--- src/rtl/loop_ctrl_pkg.sv ---
// Shared sequencer state encoding and defaults for the loop-control qualification stage.
package loop_ctrl_pkg;

  typedef enum logic [1:0] {
    ST_OFF = 2'd0,
    ST_SS  = 2'd1,
    ST_RUN = 2'd2,
    ST_HIC = 2'd3
  } lc_state_e;

  localparam int unsigned LC_CW_DEF = 16;

  // OFF and HIC are the states in which the overcurrent inhibit is held asserted.
  function automatic logic inhibit_state(input lc_state_e s);
    return (s == ST_OFF) || (s == ST_HIC);
  endfunction

endpackage

--- src/rtl/loop_ctrl_debounce.sv ---
// Consecutive-cycle debounce counter: pulses hit on the N-th consecutive cycle of inc, then restarts.
module loop_ctrl_debounce
  import loop_ctrl_pkg::*;
#(
  parameter int unsigned N  = 2,
  parameter int unsigned CW = LC_CW_DEF
) (
  input  logic clk,
  input  logic rstn,
  input  logic clr,
  input  logic inc,
  output logic hit
);

  localparam logic [CW-1:0] LAST = CW'(N - 1);

  logic [CW-1:0] cnt_q;
  logic [CW-1:0] cnt_d;

  // A synchronous clear overrides everything, including a would-be hit in the same cycle.
  always_comb begin
    hit   = 1'b0;
    cnt_d = '0;
    if (!clr && inc) begin
      if (cnt_q == LAST) begin
        hit = 1'b1;
      end else begin
        cnt_d = cnt_q + CW'(1);
      end
    end
  end

  always_ff @(posedge clk or negedge rstn) begin
    if (!rstn) begin
      cnt_q <= '0;
    end else begin
      cnt_q <= cnt_d;
    end
  end

endmodule

--- src/rtl/loop_ctrl_qual.sv ---
// Qualification stage feeding the three-input NOR of the loop control path:
// produces the overcurrent, undervoltage and soft-start/hiccup inhibits.
module loop_ctrl_qual
  import loop_ctrl_pkg::*;
#(
  parameter int unsigned BLANK_CYC = 8,
  parameter int unsigned OC_DEB    = 2,
  parameter int unsigned UV_DEB    = 16,
  parameter int unsigned SS_CYC    = 1024,
  parameter int unsigned HIC_CNT   = 4,
  parameter int unsigned HIC_OFF   = 4096,
  parameter int unsigned CW        = LC_CW_DEF
) (
  input  logic       clk,
  input  logic       rstn,
  input  logic       CELV,
  input  logic       CELG,
  input  logic       SUB,
  input  logic       en,
  input  logic       pwm,
  input  logic       oc_cmp,
  input  logic       uv_cmp,
  output logic       flt_oc,
  output logic       flt_uv,
  output logic       ss_busy,
  output logic [1:0] state
);

  localparam logic [CW-1:0] BLANK_LD = CW'(BLANK_CYC);
  localparam logic [CW-1:0] SS_LAST  = CW'(SS_CYC - 1);
  localparam logic [CW-1:0] HIC_LAST = CW'(HIC_OFF - 1);
  localparam logic [CW-1:0] PER_MAX  = CW'(HIC_CNT);

  // Power pins carry no logic; they are folded into a sink so they remain visible ports.
  logic unused_pins;
  assign unused_pins = ^{CELV, CELG, SUB};

  lc_state_e     state_q, state_d;
  logic          pwm_q, pwm_d;
  logic [CW-1:0] blank_q, blank_d;
  logic          oc_latch_q, oc_latch_d;
  logic [CW-1:0] oc_per_q, oc_per_d;
  logic [CW-1:0] ss_cnt_q, ss_cnt_d;
  logic [CW-1:0] hic_cnt_q, hic_cnt_d;
  logic          flt_oc_q, flt_oc_d;
  logic          flt_uv_q, flt_uv_d;
  logic          ss_busy_q, ss_busy_d;

  logic          pwm_rise;
  logic          oc_deb_inc;
  logic          oc_hit;
  logic          uv_mismatch;
  logic          uv_hit;

  assign pwm_rise    = pwm && !pwm_q;
  assign oc_deb_inc  = oc_cmp && (blank_q == '0);
  assign uv_mismatch = uv_cmp ^ flt_uv_q;

  loop_ctrl_debounce #(
    .N  (OC_DEB),
    .CW (CW)
  ) u_oc_deb (
    .clk  (clk),
    .rstn (rstn),
    .clr  (pwm_rise),
    .inc  (oc_deb_inc),
    .hit  (oc_hit)
  );

  loop_ctrl_debounce #(
    .N  (UV_DEB),
    .CW (CW)
  ) u_uv_deb (
    .clk  (clk),
    .rstn (rstn),
    .clr  (1'b0),
    .inc  (uv_mismatch),
    .hit  (uv_hit)
  );

  // Leading-edge blanking: the comparator is ignored while the counter is nonzero.
  always_comb begin
    pwm_d   = pwm;
    blank_d = blank_q;
    if (pwm_rise) begin
      blank_d = BLANK_LD;
    end else if (blank_q != '0) begin
      blank_d = blank_q - CW'(1);
    end
  end

  // The latch remembers an OC event for the whole PWM period; the edge always wins.
  always_comb begin
    oc_latch_d = oc_latch_q;
    if (pwm_rise) begin
      oc_latch_d = 1'b0;
    end else if (oc_hit) begin
      oc_latch_d = 1'b1;
    end

    oc_per_d = oc_per_q;
    if (pwm_rise) begin
      if (!oc_latch_q) begin
        oc_per_d = '0;
      end else if (oc_per_q != PER_MAX) begin
        oc_per_d = oc_per_q + CW'(1);
      end
    end
    if (inhibit_state(state_d)) begin
      oc_per_d = '0;
    end
  end

  always_comb begin
    flt_uv_d = flt_uv_q ^ uv_hit;
  end

  // Sequencer; loss of enable or an undervoltage flag overrides every other transition.
  always_comb begin
    state_d = state_q;
    case (state_q)
      ST_OFF: begin
        if (en && !flt_uv_q) begin
          state_d = ST_SS;
        end
      end
      ST_SS: begin
        if (oc_per_q == PER_MAX) begin
          state_d = ST_HIC;
        end else if (ss_cnt_q == SS_LAST) begin
          state_d = ST_RUN;
        end
      end
      ST_RUN: begin
        if (oc_per_q == PER_MAX) begin
          state_d = ST_HIC;
        end
      end
      ST_HIC: begin
        if (hic_cnt_q == HIC_LAST) begin
          state_d = ST_SS;
        end
      end
      default: state_d = ST_OFF;
    endcase
    if (!en || flt_uv_q) begin
      state_d = ST_OFF;
    end
  end

  // Timers restart from zero on every entry and only advance while the state is kept.
  always_comb begin
    ss_cnt_d  = '0;
    hic_cnt_d = '0;
    if ((state_q == ST_SS) && (state_d == ST_SS)) begin
      ss_cnt_d = ss_cnt_q + CW'(1);
    end
    if ((state_q == ST_HIC) && (state_d == ST_HIC)) begin
      hic_cnt_d = hic_cnt_q + CW'(1);
    end
  end

  // Outputs follow the next state so they change together with the state register.
  always_comb begin
    flt_oc_d  = inhibit_state(state_d) || oc_latch_d;
    ss_busy_d = (state_d != ST_RUN);
  end

  always_ff @(posedge clk or negedge rstn) begin
    if (!rstn) begin
      state_q    <= ST_OFF;
      pwm_q      <= 1'b0;
      blank_q    <= '0;
      oc_latch_q <= 1'b0;
      oc_per_q   <= '0;
      ss_cnt_q   <= '0;
      hic_cnt_q  <= '0;
      flt_oc_q   <= 1'b1;
      flt_uv_q   <= 1'b1;
      ss_busy_q  <= 1'b1;
    end else begin
      state_q    <= state_d;
      pwm_q      <= pwm_d;
      blank_q    <= blank_d;
      oc_latch_q <= oc_latch_d;
      oc_per_q   <= oc_per_d;
      ss_cnt_q   <= ss_cnt_d;
      hic_cnt_q  <= hic_cnt_d;
      flt_oc_q   <= flt_oc_d;
      flt_uv_q   <= flt_uv_d;
      ss_busy_q  <= ss_busy_d;
    end
  end

  assign flt_oc  = flt_oc_q;
  assign flt_uv  = flt_uv_q;
  assign ss_busy = ss_busy_q;
  assign state   = state_q;

endmodule

--- config.mk ---
export PLATFORM = sky130hd
export DESIGN_NAME = loop_ctrl_qual
export DESIGN_NICKNAME = d
export VERILOG_FILES = /design/src/rtl/loop_ctrl_pkg.sv /design/src/rtl/loop_ctrl_debounce.sv /design/src/rtl/loop_ctrl_qual.sv
export SDC_FILE = /design/constraint.sdc
export NUM_CORES = 1
export LEC_CHECK = 0
export ABC_CLOCK_PERIOD_IN_PS = 5750
export CAP_MARGIN = 15
export CORE_MARGIN = 5
export CORE_UTILIZATION = 60
export DETAILED_ROUTE_END_ITERATION = 7
export DONT_BUFFER_PORTS = 1
export PLACE_DENSITY = 0.78
export REMOVE_ABC_BUFFERS = 1
export SLEW_MARGIN = 20
export SYNTH_ARGS = -nofsm -noshare
export SYNTH_HDL_FRONTEND = slang
export SYNTH_HIERARCHICAL = 1
export SYNTH_SLANG_ARGS = --single-unit
--- constraint.sdc ---
create_clock -name clk -period 5.75 [get_ports clk]
set_input_delay 0.8625 -clock clk [delete_from_list [all_inputs] [get_ports clk]]
set_output_delay 0.8625 -clock clk [all_outputs]
set_load 0.02 [all_outputs]
# Yosys cells after proc, flatten, opt, wreduce, memory -nomap -nowiden
# Index checks and enable logic that the tools add are counted.
dict set report totals {
  regBits 103
  in_bits 9
  out_inout_bits 5
  word_cells 78
}
dict set report op_classes {
  add_sub_neg 6
  eq_ne 13
  muxes 25
  bitwise 2
  n_reduce_logical 20
}
# cell count
set op_table {}
lappend op_table {{16-bit two-way mux} 12}
lappend op_table {{16-bit by 1-bit adder with 16-bit output, second input constant} 5}
lappend op_table {{16-bit by 1-bit == test with 1-bit output, second input constant} 1}
lappend op_table {{16-bit by 10-bit == test with 1-bit output, second input constant} 1}
lappend op_table {{16-bit by 12-bit == test with 1-bit output, second input constant} 1}
lappend op_table {{16-bit by 3-bit == test with 1-bit output, second input constant} 1}
lappend op_table {{16-bit by 4-bit == test with 1-bit output, second input constant} 1}
lappend op_table {{16-bit logical NOT} 1}
lappend op_table {{16-bit by 3-bit inequality test with 1-bit output, second input constant} 1}
lappend op_table {{16-bit nonzero test} 1}
lappend op_table {{16-bit by 1-bit subtractor with 16-bit output, second input constant} 1}
lappend op_table {{2-bit two-way mux} 6}
lappend op_table {{2-bit one-hot mux with 4 select lines} 1}
lappend op_table {{2-bit == test, second input constant} 3}
lappend op_table {{1-bit logical AND} 6}
lappend op_table {{1-bit two-way mux} 6}
lappend op_table {{2-bit by 1-bit == test with 1-bit output, second input constant} 2}
lappend op_table {{1-bit logical NOT} 4}
lappend op_table {{2-bit logical NOT} 2}
lappend op_table {{2-bit nonzero test} 2}
lappend op_table {{1-bit logical OR} 3}
lappend op_table {{3-bit by 1-bit inequality test with 1-bit output, second input constant} 1}
lappend op_table {{2-bit inequality test, second input constant} 1}
lappend op_table {{2-bit AND reduction} 1}
lappend op_table {{1-bit bitwise XOR} 2}

# Depth between registers and ports, before layout
# Gate-level depths: netlist of the first run.
dict set report depth {
  ltp_word 9
  depth_mapped 12
  ltp_nobuf 11
}

# Modules after synthesis
# Netlist of the first run, hierarchy kept.
# mod instances cells_per_inst area_per_inst_um2 seq_area_each_um2
set modules_own_cells {}
lappend modules_own_cells {loop_ctrl_qual 1 395 3724.8 1780.5}
lappend modules_own_cells {{loop_ctrl_debounce (u_uv_deb)} 1 80 845.8 400.4}
lappend modules_own_cells {{loop_ctrl_debounce (u_oc_deb)} 1 82 835.8 400.4}

# Least setup slack after synthesis of the first run
# OpenSTA, ideal clock, no wires.
dict set report synth_timing {
  path_kind {reg2reg}
  startpoint {register oc_per_q[0]}
  endpoint {register oc_per_q[13]}
  setup_time_ns 0.081
  arrival_ns 2.893
  required_ns 5.669
  setup_slack_ns 2.777
  path_stages_with_launch 13
  path_buffers 2
  synth_period_minus_slack_ns 2.973
  path_cell_list {dfrtp_1 -> inv_1 -> ha_1 -> nor4b_1 -> nand4_1 -> clkbuf_1 -> o32a_1 -> a21oi_1 -> ha_1 -> a211o_1 -> clkbuf_1 -> or4_1 -> a21oi_1}
}
dict set report synth_between {
  elab_chain_len 8
  elab_cells_between_ends 17
  cone_classes {add/sub (1); eq/ne (4); mux (8); reduce/logical (4)}
}
# item line_no
set synth_rtl {}
lappend synth_rtl {{from (decl)} loop_ctrl_qual.sv:42} ;# logic [CW-1:0] oc_per_q, oc_per_d;
lappend synth_rtl {{from (signal assigned)} loop_ctrl_qual.sv:186} ;# oc_per_q <= oc_per_d;
lappend synth_rtl {{16-bit by 3-bit == test with 1-bit output *} {loop_ctrl_qual.sv:128, loop_ctrl_qual.sv:135}}
lappend synth_rtl {{2-bit two-way mux, on equally long branches} {loop_ctrl_qual.sv:135, loop_ctrl_qual.sv:128}}
lappend synth_rtl {{2-bit one-hot mux with 4 select lines *} loop_ctrl_qual.sv:121} ;# case (state_q)
lappend synth_rtl {{2-bit two-way mux *} loop_ctrl_qual.sv:146} ;# if (!en || flt_uv_q) begin
lappend synth_rtl {{named net state_d[1]} loop_ctrl_qual.sv:38} ;# lc_state_e state_q, state_d;
lappend synth_rtl {{2-bit == test or 2-bit logical NOT (tied branches)} loop_ctrl_pkg.sv:15} ;# return (s == ST_OFF) || (s == ST_HIC);
lappend synth_rtl {{1-bit logical OR *} loop_ctrl_pkg.sv:15}
lappend synth_rtl {{3-bit by 1-bit inequality test with 1-bit output (no line) or 2-bit nonzero test (tied branches)} n/a}
lappend synth_rtl {{2-bit AND reduction (no line)} n/a}
# Mark *: on every way through the listed nets, which the timed path passes. The rest lies on a longest branch. The select of a mux whose other input is x is not followed.
# A chain may end at the register's enable or synchronous reset.

# Final worst setup path of the first run
# Ends and elaborated chain as after synthesis.

==> impl_metrics.ini, run 1 <==
[worst_setup_path]
arrival_ps = 3950
cp_cell_sequence = inv_1 -> ha_1 -> nor4b_1 -> nand4_1 -> o32a_1 -> a21oi_1 -> ha_1 -> a211o_1 -> or4_1 -> a21oi_1
startpoint_type = flip-flop
worstRegToRegCells = 10
cp_top_family = compound AO/OA/AOI/OAI gates
cp_slowest_cell = nand4_1
endpoint_kind = flip-flop
r2r-end = oc_per_q[13]$_DFFE_PN0P_
cp.buffers_inverters = 1
r2r-start = oc_per_q[0]$_DFFE_PN0P_
cp.required_ps = 6030
cp_slowest_stage_delay_ps = 510
crit_fanout = 14
rrSetupSlack_ps = 2080
critical_path_class = flip-flop to flip-flop

[timing]
fmax_mhz = 272
relSlewSlack_pct = 47.5
hold_viol = 0
skew_ps = 12.4
fin_crit_sh_pct = 63.8
finalCriticalPeriod_ps = 3670
setup_viol = 0
slew_violations = 0
rsz0062_at_grt = no
tightest_slew_ps = 788
finalSetupTns_ps = 0

[die]
die_w_um = 105
dieHeight_um = 105
num_rows = 34
io_pins = 14
die_area_sq_um = 11000
start_util_pct = 61.7
core_area_sq_um = 8760

[clocking]
cts-root-buf = clkbuf_8
cts_setup_buffers = 0
clockBufferDepth = 2
clock_latency_ps = 360
cts_resized = 0
numCtsBuffers = 9
cts.sinks = 103
cts_tree = done
cts_htree_levels = 3
postCtsHoldBufs = 0
path_clk_slew_ps = 100

[synth]
yosysSeqAreaShare_pct = 47.7
synth_ff_type = dfrtp_1
syn_inst = 557
yosysUniqueCellTypes = 61
async_flop_share_pct = 100
synth.most_common_cell = dfrtp_1
yosysTopAreaCell = dfrtp_1
ys.warnings.count = 6
ys_top_cells_by_count = dfrtp_1 (100), nor2_1 (65), xnor2_1 (35)
synth_top_area_share_pct = 46.3
synth-edff-count = 0
synth-seq-cells = 103
syn_area_sq_um = 5410
yosys-top-cells-area = dfrtp_1 (46%), xnor2_1 (5.7%), nor2_1 (4.5%)
syn_area_per_cell_sq_um = 9.71

[place]
place_congestion = 0.807
place_inst = 650
dpl.hpwl_um = 6810
portBuffers = 0

[run]
maxCapViolCount = 0

[run_status]
status = completed

[final_layout]
fin_nets = 571
fin_cells = 666
diodes = 0
num-fill-cells = 707
layout-drive-gt1-share_pct = 8.42
area_delta_synth_final_pct = 4.88

[routing]
drtAntennaViolNets = 0
vias_per_cell = 6.00
drc = 0
dr.pass1.iters = 4
finalWirelength_um = 10000
vias = 3995
dr.first_iter.drc_count = 139
avgRoutedWirePerCell_um = 15.0

[pwr]
power_leakage_nw = 2.20
ir_drop_mv = 0.255
finalPower_mw = 1.59
p_per_area_nw_per_um2 = 280

[global_routing]
grt_pass1_wl_um = 18100
antenna_found_initial = 0
grt_pass1_vias = 3948
grt_overflow = 0
grt_max_degree = 104
grt_use_total_pct = 19.2

[worst_hold_path]
hp-class = primary input to asynchronous set/reset pin
registers in the layout, indices dropped and copies added (netlist names):
name	flops
hic_cnt_q	16
ss_busy	1
oc_latch_q	1
flt_oc	1
pwm_q	1
blank_q	16
flt_uv	1
ss_cnt_q	16
u_oc_deb/cnt_q	16
oc_per_q	16
u_uv_deb/cnt_q	16
state	2
layout by cell type, fill, tap and decap left out, types with 17 or more instances in the layout:
cell type and n:
a21oi_1 30, dfrtp_1 100, inv_1 22, nand2_1 28, nand3_1 34, nand4_1 20
nor2_1 65, nor4_1 18, o21ai_0 21, xnor2_1 35, xor2_1 17
layout make-up:
cell class	count	area, sq um	share of cell area [%]
clock buffer	12	145	2.56
clock inverter	4	55.1	0.971
inverter	23	86.3	1.52
multi-input combinational	416	2670	47.0
sequential	103	2580	45.5
tap	108	135	2.38
metrics by stage:
stage	area [sq um]	util, %	hold WS [ps]	worst slack (ps)
6_report	5670	64.7	181	2080
2_1_floorplan	5340	-	424	2680
5_1_grt	5670	64.7	156	1790
3_3_place_gp	5470	62.4	435	2240
3_5_place_dp	5470	62.4	448	2130
4_1_cts	5670	64.7	169	2110
cells by family (layout without fill, tap and decap cells):
family,Yosys count,in the layout,share of synthesized area (%)
AOI/OAI and AO/OA,83,83,9.67
xor gates and xnor gates,52,52,8.42
adders and majority gates,9,9,2.08
buffers and inverters,39,39,2.99
DFF,103,103,47.7
muxes,3,3,0.555
other,1,2,0.0694
and+or+nand+nor,267,267,28.5
power by group:
group	switching (mW)	leakage, nW	internal (mW)	total, mW
combinational	0.194	0.687	0.112	0.306
clock	0.241	0.0968	0.215	0.456
sequential	0.0575	1.41	0.770	0.828
total	0.493	2.20	1.10	1.59
layer usage:
layer | wire length, um | vias up | track usage [%]
met1 | 4600 | 1964 | 25.9
met3 | 403 | 9 | 4.38
met2 | 4940 | 36 | 31.3
li1 | - | 1986 | -
met5 | 0 | - | 0
met4 | 79 | 0 | 4.84
worst max-delay path by stage:
stage / from / endpoint / slack [ps] / cells after the start
after floorplan: oc_per_q[0]$_DFFE_PN0P_ / oc_per_q[15]$_DFFE_PN0P_ / 2680 / 10
after global placement: oc_per_q[0]$_DFFE_PN0P_ / oc_per_q[13]$_DFFE_PN0P_ / 2240 / 10
after detailed placement: oc_per_q[0]$_DFFE_PN0P_ / oc_per_q[15]$_DFFE_PN0P_ / 2130 / 10
after CTS: oc_per_q[0]$_DFFE_PN0P_ / oc_per_q[13]$_DFFE_PN0P_ / 2110 / 10
after global routing: oc_per_q[0]$_DFFE_PN0P_ / oc_per_q[13]$_DFFE_PN0P_ / 1790 / 10
final: oc_per_q[0]$_DFFE_PN0P_ / oc_per_q[13]$_DFFE_PN0P_ / 2080 / 10
worst register-to-register path: stages, from the launching register on:
cell and delay, ps:
dfrtp_1 450, inv_1 80, ha_1 150, nor4b_1 220
nand4_1 510, o32a_1 500, a21oi_1 200, ha_1 430
a211o_1 470, or4_1 440, a21oi_1 140
Note: power is estimated with default switching activity, not from simulation.
==> inputs of run 2 (changes only) <==
Settings changed: ABC_CLOCK_PERIOD_IN_PS 5750 to 3700.
Clock period 5.75 ns to 3.7 ns, I/O delays scaled along.
==> impl_metrics.ini, run 2 (same netlist as run 1, synthesis figures left out) <==
[global_routing]
use_met3_pct = 4.19
grt_max_degree = 101
grt_pass1_vias = 4104
antenna_found_initial = 0
grt_busiest_layer = met2
met1_usage_pct = 26.8
grt_pass1_wl_um = 18700
grt_overflow = 0
grt_use_total_pct = 20.0
grt.met2_usage_pct = 32.8

[pwr]
p_switching_mw = 0.794
pwr-share-clk_pct = 27.9
ir_drop_mv = 0.365
power_leakage_nw = 2.21
p_int_mw = 1.69
pwr-share-seq_pct = 51.9
comb_power_share_pct = 20.2
p_sw_share_pct = 32.0
p_per_area_nw_per_um2 = 434

[worst_setup_path]
worstRegToRegCells = 10
cp.required_ps = 3990
arrival_ps = 3510
crit_fanout = 14
startpoint_type = flip-flop
rrSetupSlack_ps = 480
endpoint_kind = flip-flop
r2r-start = oc_per_q[0]$_DFFE_PN0P_
r2r-end = oc_per_q[13]$_DFFE_PN0P_
critical_path_class = flip-flop to flip-flop

[timing]
tightest_slew_ps = 815
finalSetupTns_ps = 0
finalCriticalPeriod_ps = 3220
relSlewSlack_pct = 45.6
hold_viol = 0
rsz0062_at_grt = no
skew_ps = 10.0
slew_violations = 0
fin_crit_sh_pct = 87.1
finalWorstSetupSlack_ps = 476
fmax_mhz = 310
setup_viol = 0

[clocking]
cts-root-buf = clkbuf_8
numCtsBuffers = 9
path_clk_slew_ps = 90
cts_htree_levels = 3
cts.sinks = 103
cts_setup_buffers = 0
clock_latency_ps = 370
clockBufferDepth = 2
cts_tree = done

[worst_hold_path]
hp-class = primary input to asynchronous set/reset pin

[die]
die_area_sq_um = 11000
start_util_pct = 61.7
num_rows = 34
die_w_um = 105
io_pins = 14
core_area_sq_um = 8760
dieHeight_um = 105

[routing]
dr.first_iter.drc_count = 213
drtAntennaViolNets = 0
avgRoutedWirePerCell_um = 15.6
drc = 0
vias_per_cell = 6.11
vias = 4094
dr.pass1.iters = 4
finalWirelength_um = 10400

[final_layout]
layout-drive-gt1-share_pct = 8.90
final_common_cell = dfrtp_1
fin_nets = 575
mostFrequentLayoutCells = dfrtp_1 (100), nor2_1 (65), xnor2_1 (35), nand3_1 (34), a21oi_1 (30)
num-fill-cells = 696
utilization_pct = 65.2
diodes = 0
area_delta_synth_final_pct = 5.67

[run_status]
status = completed

[place]
dpl.hpwl_um = 6920
portBuffers = 0
place_congestion = 0.803
dpl_worst_slack_ps = 494

[run]
maxCapViolCount = 0
-- run 2: changes by cell type in the layout (fill, tap and decap cells not counted), sizes merged --
| cell | before | now |
|---|---|---|
| clkinvlp | 1 | 2 |
| clkbuf | 12 | 11 |
| dlygate4sd3 | 0 | 1 |
| buf | 0 | 3 |
-- run 2: final cells by class --
cell class | instances | area [sq um] | area share (%)
well taps | 108 | 135 | 2.37
clock inverters | 5 | 58.8 | 1.03
multi-input cells | 416 | 2670 | 46.7
repair buffers | 4 | 52.6 | 0.920
flip-flops and latches | 103 | 2580 | 45.2
inverters | 23 | 86.3 | 1.51
clock buffers | 11 | 131 | 2.30
-- run 2: metrics by stage --
stage               instance area [sq um]  power (mW)  hold slack, ps  cells
floorplan                            5340        1.66             259    542
global placement                     5490        1.75             263    652
detailed placement                   5490        1.77             264    652
CTS                                  5700        2.50            8.18    669
global route                         5710        2.63             143    670
finish                               5710        2.48            98.3    670
-- run 2: routing by layer --
| layer | wire length (um) | vias up | share of wire [%] |
|---|---|---|---|
| li1 | - | 1994 | - |
| met4 | 78 | 0 | 0.75 |
| met5 | 0 | - | 0 |
| met3 | 372 | 9 | 3.6 |
| met2 | 5180 | 65 | 50 |
| met1 | 4810 | 2026 | 46 |
-- run 2: critical path: stages, from the launching register on --
cell and delay, ps:
dfrtp_1 450, inv_1 80, ha_1 140, nor4b_1 230, nand4_1 200, o32a_1 340
a21oi_1 190, ha_1 430, a211o_1 470, or4_1 450, a21oi_1 160
-- run 2: worst max-delay path by stage --
stage | startpoint | end | slack, ps | cells after the start
after CTS | oc_per_q[0]$_DFFE_PN0P_ | oc_per_q[13]$_DFFE_PN0P_ | 500 | 10
final | oc_per_q[0]$_DFFE_PN0P_ | oc_per_q[13]$_DFFE_PN0P_ | 480 | 10
after detailed placement | oc_per_q[0]$_DFFE_PN0P_ | oc_per_q[13]$_DFFE_PN0P_ | 490 | 10
after floorplan | oc_per_q[0]$_DFFE_PN0P_ | oc_per_q[15]$_DFFE_PN0P_ | 630 | 10
after global placement | oc_per_q[0]$_DFFE_PN0P_ | oc_per_q[13]$_DFFE_PN0P_ | 630 | 10
after global routing | oc_per_q[0]$_DFFE_PN0P_ | oc_per_q[13]$_DFFE_PN0P_ | 260 | 10
-- run 2: what timing repair did --
item / CTS / global route
gates resized for setup: 0 / 0
hold buffers: 1 / 1
hold endpoints to repair: 100 / 3
-- run 2: power by group through the flow --
stage / Sequential [mW] / Combinational, mW / Clock [mW]
final: 1.29 / 0.502 / 0.692
after global routing: 1.30 / 0.566 / 0.765
after CTS: 1.29 / 0.503 / 0.712
after detailed placement: 1.30 / 0.469 / 0
after global placement: 1.30 / 0.450 / 0
after floorplan: 1.28 / 0.374 / 0
